**src/rtl/cam_dvp_pixel_assembler_pkg.sv**
```systemverilog
// Shared definitions for the DVP pixel assembler: FSM state encoding and
// the layout of the 17-bit word pushed into the camera-side FIFO.
package cam_dvp_pixel_assembler_pkg;

  localparam int CAM_WORD_W  = 17;  // {sof, rgb565}
  localparam int CAM_SOF_BIT = 16;  // first pixel of frame marker

  typedef enum logic [1:0] {
    S_SYNC  = 2'd0,  // waiting for the first vsync after reset
    S_BLANK = 2'd1,  // vertical blank, waiting for the frame to open
    S_FRAME = 2'd2   // active frame, capturing pixels
  } cam_state_e;

endpackage

```
**src/rtl/cam_dvp_pixel_assembler_if.sv**
```systemverilog
// Camera DVP bus plus the FIFO write port of the pixel assembler.
//   cam_vsync / cam_href / cam_data : camera byte stream (PCLK domain)
//   out_full                        : FIFO full
//   out_wr_en / out_data            : FIFO write strobe and {sof, rgb565}
// master = camera/FIFO side, slave = the assembler.
interface cam_dvp_pixel_assembler_if;
  import cam_dvp_pixel_assembler_pkg::*;

  logic                  cam_vsync;
  logic                  cam_href;
  logic [7:0]            cam_data;
  logic                  out_full;
  logic                  out_wr_en;
  logic [CAM_WORD_W-1:0] out_data;

  modport master (
    output cam_vsync, cam_href, cam_data, out_full,
    input  out_wr_en, out_data
  );

  modport slave (
    input  cam_vsync, cam_href, cam_data, out_full,
    output out_wr_en, out_data
  );

endinterface

```
**src/rtl/cam_dvp_pixel_assembler_sampler.sv**
```systemverilog
// Registers the raw DVP pins once and derives edge pulses from the
// registered copies.
//   clk, reset_n          : PCLK, async active-low reset
//   vsync_i/href_i/data_i : raw camera pins
//   vsync_q_o/href_q_o/data_q_o : registered pins
//   vs_rise_o/vs_fall_o   : vsync_q edges
//   href_fall_o           : href_q falling edge (line end)
module cam_dvp_pixel_assembler_sampler (
  input  logic       clk,
  input  logic       reset_n,
  input  logic       vsync_i,
  input  logic       href_i,
  input  logic [7:0] data_i,
  output logic       vsync_q_o,
  output logic       href_q_o,
  output logic [7:0] data_q_o,
  output logic       vs_rise_o,
  output logic       vs_fall_o,
  output logic       href_fall_o
);

  logic       vsync_q, vsync_prev_q;
  logic       href_q, href_prev_q;
  logic [7:0] data_q;

  always_ff @(posedge clk or negedge reset_n) begin
    if (!reset_n) begin
      vsync_q      <= 1'b0;
      vsync_prev_q <= 1'b0;
      href_q       <= 1'b0;
      href_prev_q  <= 1'b0;
      data_q       <= 8'h00;
    end else begin
      vsync_q      <= vsync_i;
      vsync_prev_q <= vsync_q;
      href_q       <= href_i;
      href_prev_q  <= href_q;
      data_q       <= data_i;
    end
  end

  assign vsync_q_o   = vsync_q;
  assign href_q_o    = href_q;
  assign data_q_o    = data_q;
  assign vs_rise_o   = vsync_q & ~vsync_prev_q;
  assign vs_fall_o   = ~vsync_q & vsync_prev_q;
  assign href_fall_o = ~href_q & href_prev_q;

endmodule

```
**src/rtl/cam_dvp_pixel_assembler.sv**
```systemverilog
// Pairs DVP bytes into RGB565 pixels, tags the first pixel of each frame
// and pushes {sof, rgb565} words into the camera-side FIFO. Checks frame
// geometry and reports line/frame and FIFO overflow errors.
//   clk, reset_n : PCLK, async active-low reset
//   bus          : DVP inputs + FIFO write port (slave modport)
//   frame_done   : 1-cycle pulse at the end of each captured frame
//   frame_err    : geometry error of the last completed frame
//   overflow     : a pixel was dropped on out_full in the current frame
//   frame_cnt    : completed-frame counter, wraps
module cam_dvp_pixel_assembler
  import cam_dvp_pixel_assembler_pkg::*;
#(
  parameter int FRAME_WIDTH  = 640,
  parameter int FRAME_HEIGHT = 480
) (
  input  logic                   clk,
  input  logic                   reset_n,
  cam_dvp_pixel_assembler_if.slave bus,
  output logic                   frame_done,
  output logic                   frame_err,
  output logic                   overflow,
  output logic [7:0]             frame_cnt
);

  localparam int XW = $clog2(FRAME_WIDTH + 2);
  localparam int LW = $clog2(FRAME_HEIGHT + 2);
  localparam logic [XW-1:0] X_MAX = XW'(FRAME_WIDTH);
  localparam logic [XW-1:0] X_SAT = XW'(FRAME_WIDTH + 1);
  localparam logic [LW-1:0] L_MAX = LW'(FRAME_HEIGHT);
  localparam logic [LW-1:0] L_SAT = LW'(FRAME_HEIGHT + 1);

  logic       vsync_q, href_q, vs_rise, vs_fall, href_fall;
  logic [7:0] data_q;

  cam_dvp_pixel_assembler_sampler u_sampler (
    .clk         (clk),
    .reset_n     (reset_n),
    .vsync_i     (bus.cam_vsync),
    .href_i      (bus.cam_href),
    .data_i      (bus.cam_data),
    .vsync_q_o   (vsync_q),
    .href_q_o    (href_q),
    .data_q_o    (data_q),
    .vs_rise_o   (vs_rise),
    .vs_fall_o   (vs_fall),
    .href_fall_o (href_fall)
  );

  cam_state_e            state_q;
  logic [XW-1:0]         x_cnt_q;
  logic [LW-1:0]         line_cnt_q, line_cnt_d;
  logic                  line_err_q, line_err_d;
  logic                  phase_q, sof_arm_q;
  logic [7:0]            byte_hi_q;
  logic                  out_wr_en_q, frame_done_q, frame_err_q, overflow_q;
  logic [CAM_WORD_W-1:0] out_data_q;
  logic [7:0]            frame_cnt_q;
  logic                  capture, line_end, pix_in_range;

  // Line accounting is computed combinationally so a line closed by a
  // vsync rise is already counted in the frame_err of that same cycle.
  always_comb begin
    capture      = (state_q == S_FRAME) && href_q && !vsync_q;
    line_end     = (state_q == S_FRAME) && (href_fall || (vs_rise && href_q));
    pix_in_range = (x_cnt_q < X_MAX) && (line_cnt_q < L_MAX);
    line_cnt_d   = line_cnt_q;
    line_err_d   = line_err_q;
    if (line_end) begin
      if (line_cnt_q != L_SAT) line_cnt_d = line_cnt_q + 1'b1;
      // short/long line, or a dangling odd byte
      if ((x_cnt_q != X_MAX) || phase_q) line_err_d = 1'b1;
    end
  end

  always_ff @(posedge clk or negedge reset_n) begin
    if (!reset_n) begin
      state_q      <= S_SYNC;
      x_cnt_q      <= '0;
      line_cnt_q   <= '0;
      line_err_q   <= 1'b0;
      phase_q      <= 1'b0;
      sof_arm_q    <= 1'b0;
      byte_hi_q    <= 8'h00;
      out_wr_en_q  <= 1'b0;
      out_data_q   <= '0;
      frame_done_q <= 1'b0;
      frame_err_q  <= 1'b0;
      overflow_q   <= 1'b0;
      frame_cnt_q  <= 8'h00;
    end else begin
      out_wr_en_q  <= 1'b0;
      frame_done_q <= 1'b0;
      case (state_q)
        S_SYNC: begin
          if (vs_rise) state_q <= S_BLANK;
        end
        S_BLANK: begin
          if (vs_fall) begin
            state_q    <= S_FRAME;
            x_cnt_q    <= '0;
            line_cnt_q <= '0;
            line_err_q <= 1'b0;
            phase_q    <= 1'b0;
            overflow_q <= 1'b0;
            sof_arm_q  <= 1'b1;
          end
        end
        S_FRAME: begin
          line_cnt_q <= line_cnt_d;
          line_err_q <= line_err_d;
          if (line_end) begin
            x_cnt_q <= '0;
            phase_q <= 1'b0;
          end else if (capture) begin
            phase_q <= ~phase_q;
            if (!phase_q) begin
              byte_hi_q <= data_q;
            end else begin
              if (x_cnt_q != X_SAT) x_cnt_q <= x_cnt_q + 1'b1;
              if (pix_in_range) begin
                if (bus.out_full) begin
                  overflow_q <= 1'b1;
                end else begin
                  out_wr_en_q <= 1'b1;
                  out_data_q  <= {sof_arm_q, byte_hi_q, data_q};
                  sof_arm_q   <= 1'b0;  // stays armed if the first pixel drops
                end
              end
            end
          end
          if (vs_rise) begin
            state_q      <= S_BLANK;
            frame_done_q <= 1'b1;
            frame_err_q  <= line_err_d | (line_cnt_d != L_MAX);
            frame_cnt_q  <= frame_cnt_q + 8'd1;
          end
        end
        default: state_q <= S_SYNC;
      endcase
    end
  end

  assign bus.out_wr_en = out_wr_en_q;
  assign bus.out_data  = out_data_q;
  assign frame_done    = frame_done_q;
  assign frame_err     = frame_err_q;
  assign overflow      = overflow_q;
  assign frame_cnt     = frame_cnt_q;

endmodule

```
**src/flat_wrapper.sv**
```systemverilog
// flat-port wrapper written by rule: the top's interface ports become plain ports
module cam_dvp_pixel_assembler_flat import cam_dvp_pixel_assembler_pkg::*;
#(
  parameter int FRAME_WIDTH  = 640,
  parameter int FRAME_HEIGHT = 480
)
  (clk, reset_n, frame_done, frame_err, overflow, frame_cnt, bus_cam_vsync, bus_cam_href, bus_cam_data, bus_out_full, bus_out_wr_en, bus_out_data);
  cam_dvp_pixel_assembler_if bus_i ();
  input  logic clk;
  input  logic reset_n;
  output logic frame_done;
  output logic frame_err;
  output logic overflow;
  output logic [7:0] frame_cnt;
  input wire logic [$bits(bus_i.cam_vsync)-1:0] bus_cam_vsync;
  input wire logic [$bits(bus_i.cam_href)-1:0] bus_cam_href;
  input wire logic [$bits(bus_i.cam_data)-1:0] bus_cam_data;
  input wire logic [$bits(bus_i.out_full)-1:0] bus_out_full;
  output wire logic [$bits(bus_i.out_wr_en)-1:0] bus_out_wr_en;
  output wire logic [$bits(bus_i.out_data)-1:0] bus_out_data;
  assign bus_i.cam_vsync = bus_cam_vsync;
  assign bus_i.cam_href = bus_cam_href;
  assign bus_i.cam_data = bus_cam_data;
  assign bus_i.out_full = bus_out_full;
  assign bus_out_wr_en = bus_i.out_wr_en;
  assign bus_out_data = bus_i.out_data;
  cam_dvp_pixel_assembler #(.FRAME_WIDTH(FRAME_WIDTH), .FRAME_HEIGHT(FRAME_HEIGHT)) u_core (.clk(clk), .reset_n(reset_n), .bus(bus_i), .frame_done(frame_done), .frame_err(frame_err), .overflow(overflow), .frame_cnt(frame_cnt));
endmodule
```
**config.mk**
```make
export PLATFORM = sky130hd
export DESIGN_NAME = cam_dvp_pixel_assembler_flat
export DESIGN_NICKNAME = d
export VERILOG_FILES = /design/src/rtl/cam_dvp_pixel_assembler_pkg.sv /design/src/rtl/cam_dvp_pixel_assembler_if.sv /design/src/rtl/cam_dvp_pixel_assembler_sampler.sv /design/src/rtl/cam_dvp_pixel_assembler.sv /design/src/flat_wrapper.sv
export SDC_FILE = /design/constraint.sdc
export NUM_CORES = 1
export LEC_CHECK = 0
export CAP_MARGIN = 30
export CORE_MARGIN = 2
export CORE_UTILIZATION = 45
export DETAILED_ROUTE_END_ITERATION = 8
export GPL_TIMING_DRIVEN = 0
export PLACE_DENSITY = 0.75
export SLEW_MARGIN = 10
export SYNTH_ARGS = -nofsm -noshare
export SYNTH_HDL_FRONTEND = slang
export SYNTH_HIERARCHICAL = 1
export SYNTH_SLANG_ARGS = --single-unit
```
**constraint.sdc**
```tcl
create_clock -name clk -period 2 [get_ports clk]
set_clock_uncertainty 0.05 [all_clocks]
set_input_delay 0.2 -clock clk [delete_from_list [all_inputs] [get_ports clk]]
set_output_delay 0.2 -clock clk [all_outputs]
set_load 0.02 [all_outputs]
```
==> impl_metrics.env <==
export IMPL_fin_cells=503
export IMPL_synth_top_family_by_area="simple AND/OR/NAND/NOR gates"
export IMPL_critPathSlowestCell="or4b_4"
export IMPL_dieArea_um2=8790
export IMPL_power_leakage_uw=0.00219
export IMPL_insertion_delay_ns=0.36
export IMPL_drc=0
export IMPL_cts_buffers=9
export IMPL_slew_viol_final=0
export IMPL_finalNetCount=420
export IMPL_synth_seq_area_share_pct=50.4
export IMPL_pre_cts_ws_ns=-0.430
export IMPL_htree_num_levels=3
export IMPL_synth_area_leaders="dfrtp_1, mux2_1, ha_1"
export IMPL_yosysMostFrequentCell="dfrtp_1"
export IMPL_num_fill_cells=552
export IMPL_drt_iter0_drc=279
export IMPL_grt_pass1_vias=2657
export IMPL_antennaDiodeCount=0
export IMPL_num_io_pins=42
export IMPL_worstSetupEndpointType="flop"
export IMPL_rr_startpoint="u_core/line_cnt_q[1]"
export IMPL_cts_buffer_depth=2
export IMPL_required_ns=2.17
export IMPL_synth_warning_count=6
export IMPL_synth_compound_area_share_pct=10.5
export IMPL_overflow=0
export IMPL_layout_drive_gt1_share_pct=32.4
export IMPL_yosys_area_share_adder_pct=3.80
export IMPL_synth_edf_count=0
export IMPL_post_route_min_period_ns=2.13
export IMPL_cts_root_buf="clkbuf_8"
export IMPL_rsz0062_at_grt="yes"
export IMPL_worst_pin_slew_ns=0.515
export IMPL_grt_pass1_wl_mm=13.5
export IMPL_power_density_nw_per_um2=1030
export IMPL_yosysUniqueCellTypes=57
export IMPL_whs_ns=0.223
export IMPL_start_util_pct=46.6
export IMPL_crit_chain="clkbuf_8 -> inv_4 -> ha_4 -> or4b_4 -> o211ai_4 -> mux2i_1 -> o2111a_1 -> a31oi_1"
export IMPL_yosys_area_share_simple_pct=18.2
export IMPL_wl_per_cell_um=17.2
export IMPL_outcome="complete, but fails checks"
export IMPL_io_buffers=41
export IMPL_hold_viol=0
export IMPL_syn_to_final_growth_pct=38.6
export IMPL_violations="setup timing"
export IMPL_worstRegToRegCells=8
export IMPL_drtPass1Iterations=5
export IMPL_final_period_utilization_pct=106
export IMPL_synth_cells=317
export IMPL_vias_per_cell=5.54
export IMPL_dp_cells=461
export IMPL_clkTransAtPathRegs_ns=0.09
export IMPL_ant_nets=0
export IMPL_crit_path_start_kind="flop"
export IMPL_grt_util_all_layers_pct=19.7
export IMPL_hp_class="input pin to flop"
export IMPL_critPathArrivalTime_ns=2.30
export IMPL_cp_max_fo=3
export IMPL_ys_ff_latch=73
export IMPL_yosys_area_share_xor_xnor_pct=2.66
export IMPL_grt_max_degree=39
export IMPL_critical_path_class="flop to flop"
export IMPL_ir_drop_mv=0.396
export IMPL_rrSetupSlack_ns=-0.13
export IMPL_wirelength_mm=8.63
export IMPL_synthFlopType="dfrtp_1"
export IMPL_num_vias=2785
export IMPL_worstReg2RegEnd="u_core/frame_err"
export IMPL_cp_endpoint="u_core/frame_err"
export IMPL_maxSlewHeadroom_pct=65.6
export IMPL_ys_top_cells_by_count="dfrtp_1, nand2_1, mux2_1"
export IMPL_setup_worst_path_start="u_core/line_cnt_q[1]"
export IMPL_crit_path_max_incr_delay_ns=0.47
export IMPL_synth_top_cell_by_area="dfrtp_1"
export IMPL_place_area_um2=4220
export IMPL_setup_ws_ns=-0.129
export IMPL_synthArstFlopShare_pct=100
export IMPL_core_area_um2=7770
export IMPL_antenna_found_initial=0
export IMPL_synth_top_area_share_pct=50.4
export IMPL_die_w_um=93.7
export IMPL_final_util_pct=64.7
export IMPL_dp_hpwl_mm=4.98
export IMPL_die_y_um=93.7
export IMPL_place_congestion=0.857
export IMPL_design_area_um2=5020
export IMPL_synth_area_um2=3620
export IMPL_syn_num_nets=341
export IMPL_synthMuxAreaShare_pct=11.5
export IMPL_rows=32
export IMPL_avgSynthCellArea_um2=11.4
export IMPL_setup_viol=24
export IMPL_fmax_ghz=0.470
export IMPL_clock_sinks=73
export IMPL_cts_tree="done"
export IMPL_drv_cap=0
cell usage in the layout (no fill, tap or decap), types with 3 or more instances in the layout:
cell type	instances
a22o_1	6
clkbuf_1	5
mux2i_1	5
nor2_1	15
o21ai_0	13
nand4_1	11
xor2_1	5
and2_1	3
xnor2_1	6
dfrtp_2	3
mux2_2	4
a21o_1	3
nor3_1	3
o31ai_4	4
buf_6	13
clkbuf_8	10
inv_6	3
dfrtp_1	70
ha_1	8
nor4_4	3
a21oi_2	3
ha_4	3
nand2b_4	3
buf_4	19
mux2_4	24
inv_1	4
and3_1	6
nand2b_1	5
nand3_1	9
nand2_1	26
clkdlybuf4s50_1	40
how the worst min path moves through the flow:
stage	startpoint	end	slack, ns	depth (start not counted)
floorplan	reset_n	u_core/bus.out_data[0]	-0.15	0
global placement	u_core/frame_cnt[7]	u_core/frame_cnt[7]	0.41	1
detailed placement	reset_n	u_core/byte_hi_q[7]	0.13	1
CTS	bus_cam_data[7]	u_core/u_sampler/data_q_o[7]	0.22	1
global route	bus_cam_data[2]	u_core/u_sampler/data_q_o[2]	0.22	1
finish	bus_cam_data[7]	u_core/u_sampler/data_q_o[7]	0.22	1
routing by layer:
metal / global-route usage (%) / vias up / share of wire, %
li1: - / 1310 / -
met1: 26.4 / 1345 / 44
met2: 31.6 / 119 / 49
met3: 3.93 / 11 / 5.5
met4: 7.73 / 0 / 1.4
met5: 0 / - / 0
stage by stage:
step,total power [µW],setup TNS [ns]
final,5160,-1.33
after global routing,5440,-3.53
after CTS,4870,-0.818
after detailed placement,3310,-11.34
after global placement,3260,-138.67
after floorplan,2830,-1.86
kinds of logic (layout without fill, tap and decap cells):
logic type / after synthesis / in the layout
buffers and inverters: 23 / 107
and+or+nand+nor: 110 / 110
AOI/OAI and AO/OA: 54 / 54
DFF: 73 / 73
muxes: 35 / 35
xor gates and xnor gates: 11 / 11
adders and majority gates: 11 / 11
repair_timing:
action	in CTS	in global routing
cloned	1	1
gates resized for setup	42	46
buffers inserted	16	9
hold buffers	1	0
endpoints found under the hold margin	35	0
setup endpoints to repair	43	45
pin swaps	9	7
worst max-delay path: cells and delay by family, from the launching register on:
kind	cells	cell delay [ns]
muxes	1	0.24
buffers and inverters	2	0.19
adders and majority gates	1	0.11
and+or+nand+nor	1	0.47
DFF	1	0.39
AOI/OAI and AO/OA	3	0.54
flip-flops by register name (all words and copies together), names as in the netlist, 2 cells and up:
| register | count |
|---|---|
| u_core/frame_cnt | 8 |
| u_core/line_cnt_q | 9 |
| u_core/state_q | 2 |
| u_core/u_sampler/data_q_o | 8 |
| u_core/byte_hi_q | 8 |
| u_core/bus.out_data | 17 |
| u_core/x_cnt_q | 10 |
cell type report:
| type | count | area (µm²) | share of cell area [%] |
|---|---|---|---|
| Multi-Input combinational cell | 221 | 2020 | 40.2 |
| Sequential cell | 73 | 1830 | 36.4 |
| Timing Repair Buffer | 69 | 671 | 13.3 |
| Tap cell | 102 | 128 | 2.54 |
| Clock buffer | 9 | 124 | 2.47 |
| Buffer | 15 | 121 | 2.42 |
| Clock inverter | 7 | 100 | 1.99 |
| Inverter | 7 | 28.8 | 0.573 |
power breakdown:
group	internal [µW]	leakage [µW]	total (µW)	switching (µW)
sequential	1710	0.000958	1900	185
combinational	916	0.00112	1950	1030
clock	716	0.000115	1310	599
Power figures use the tool's default switching activity.
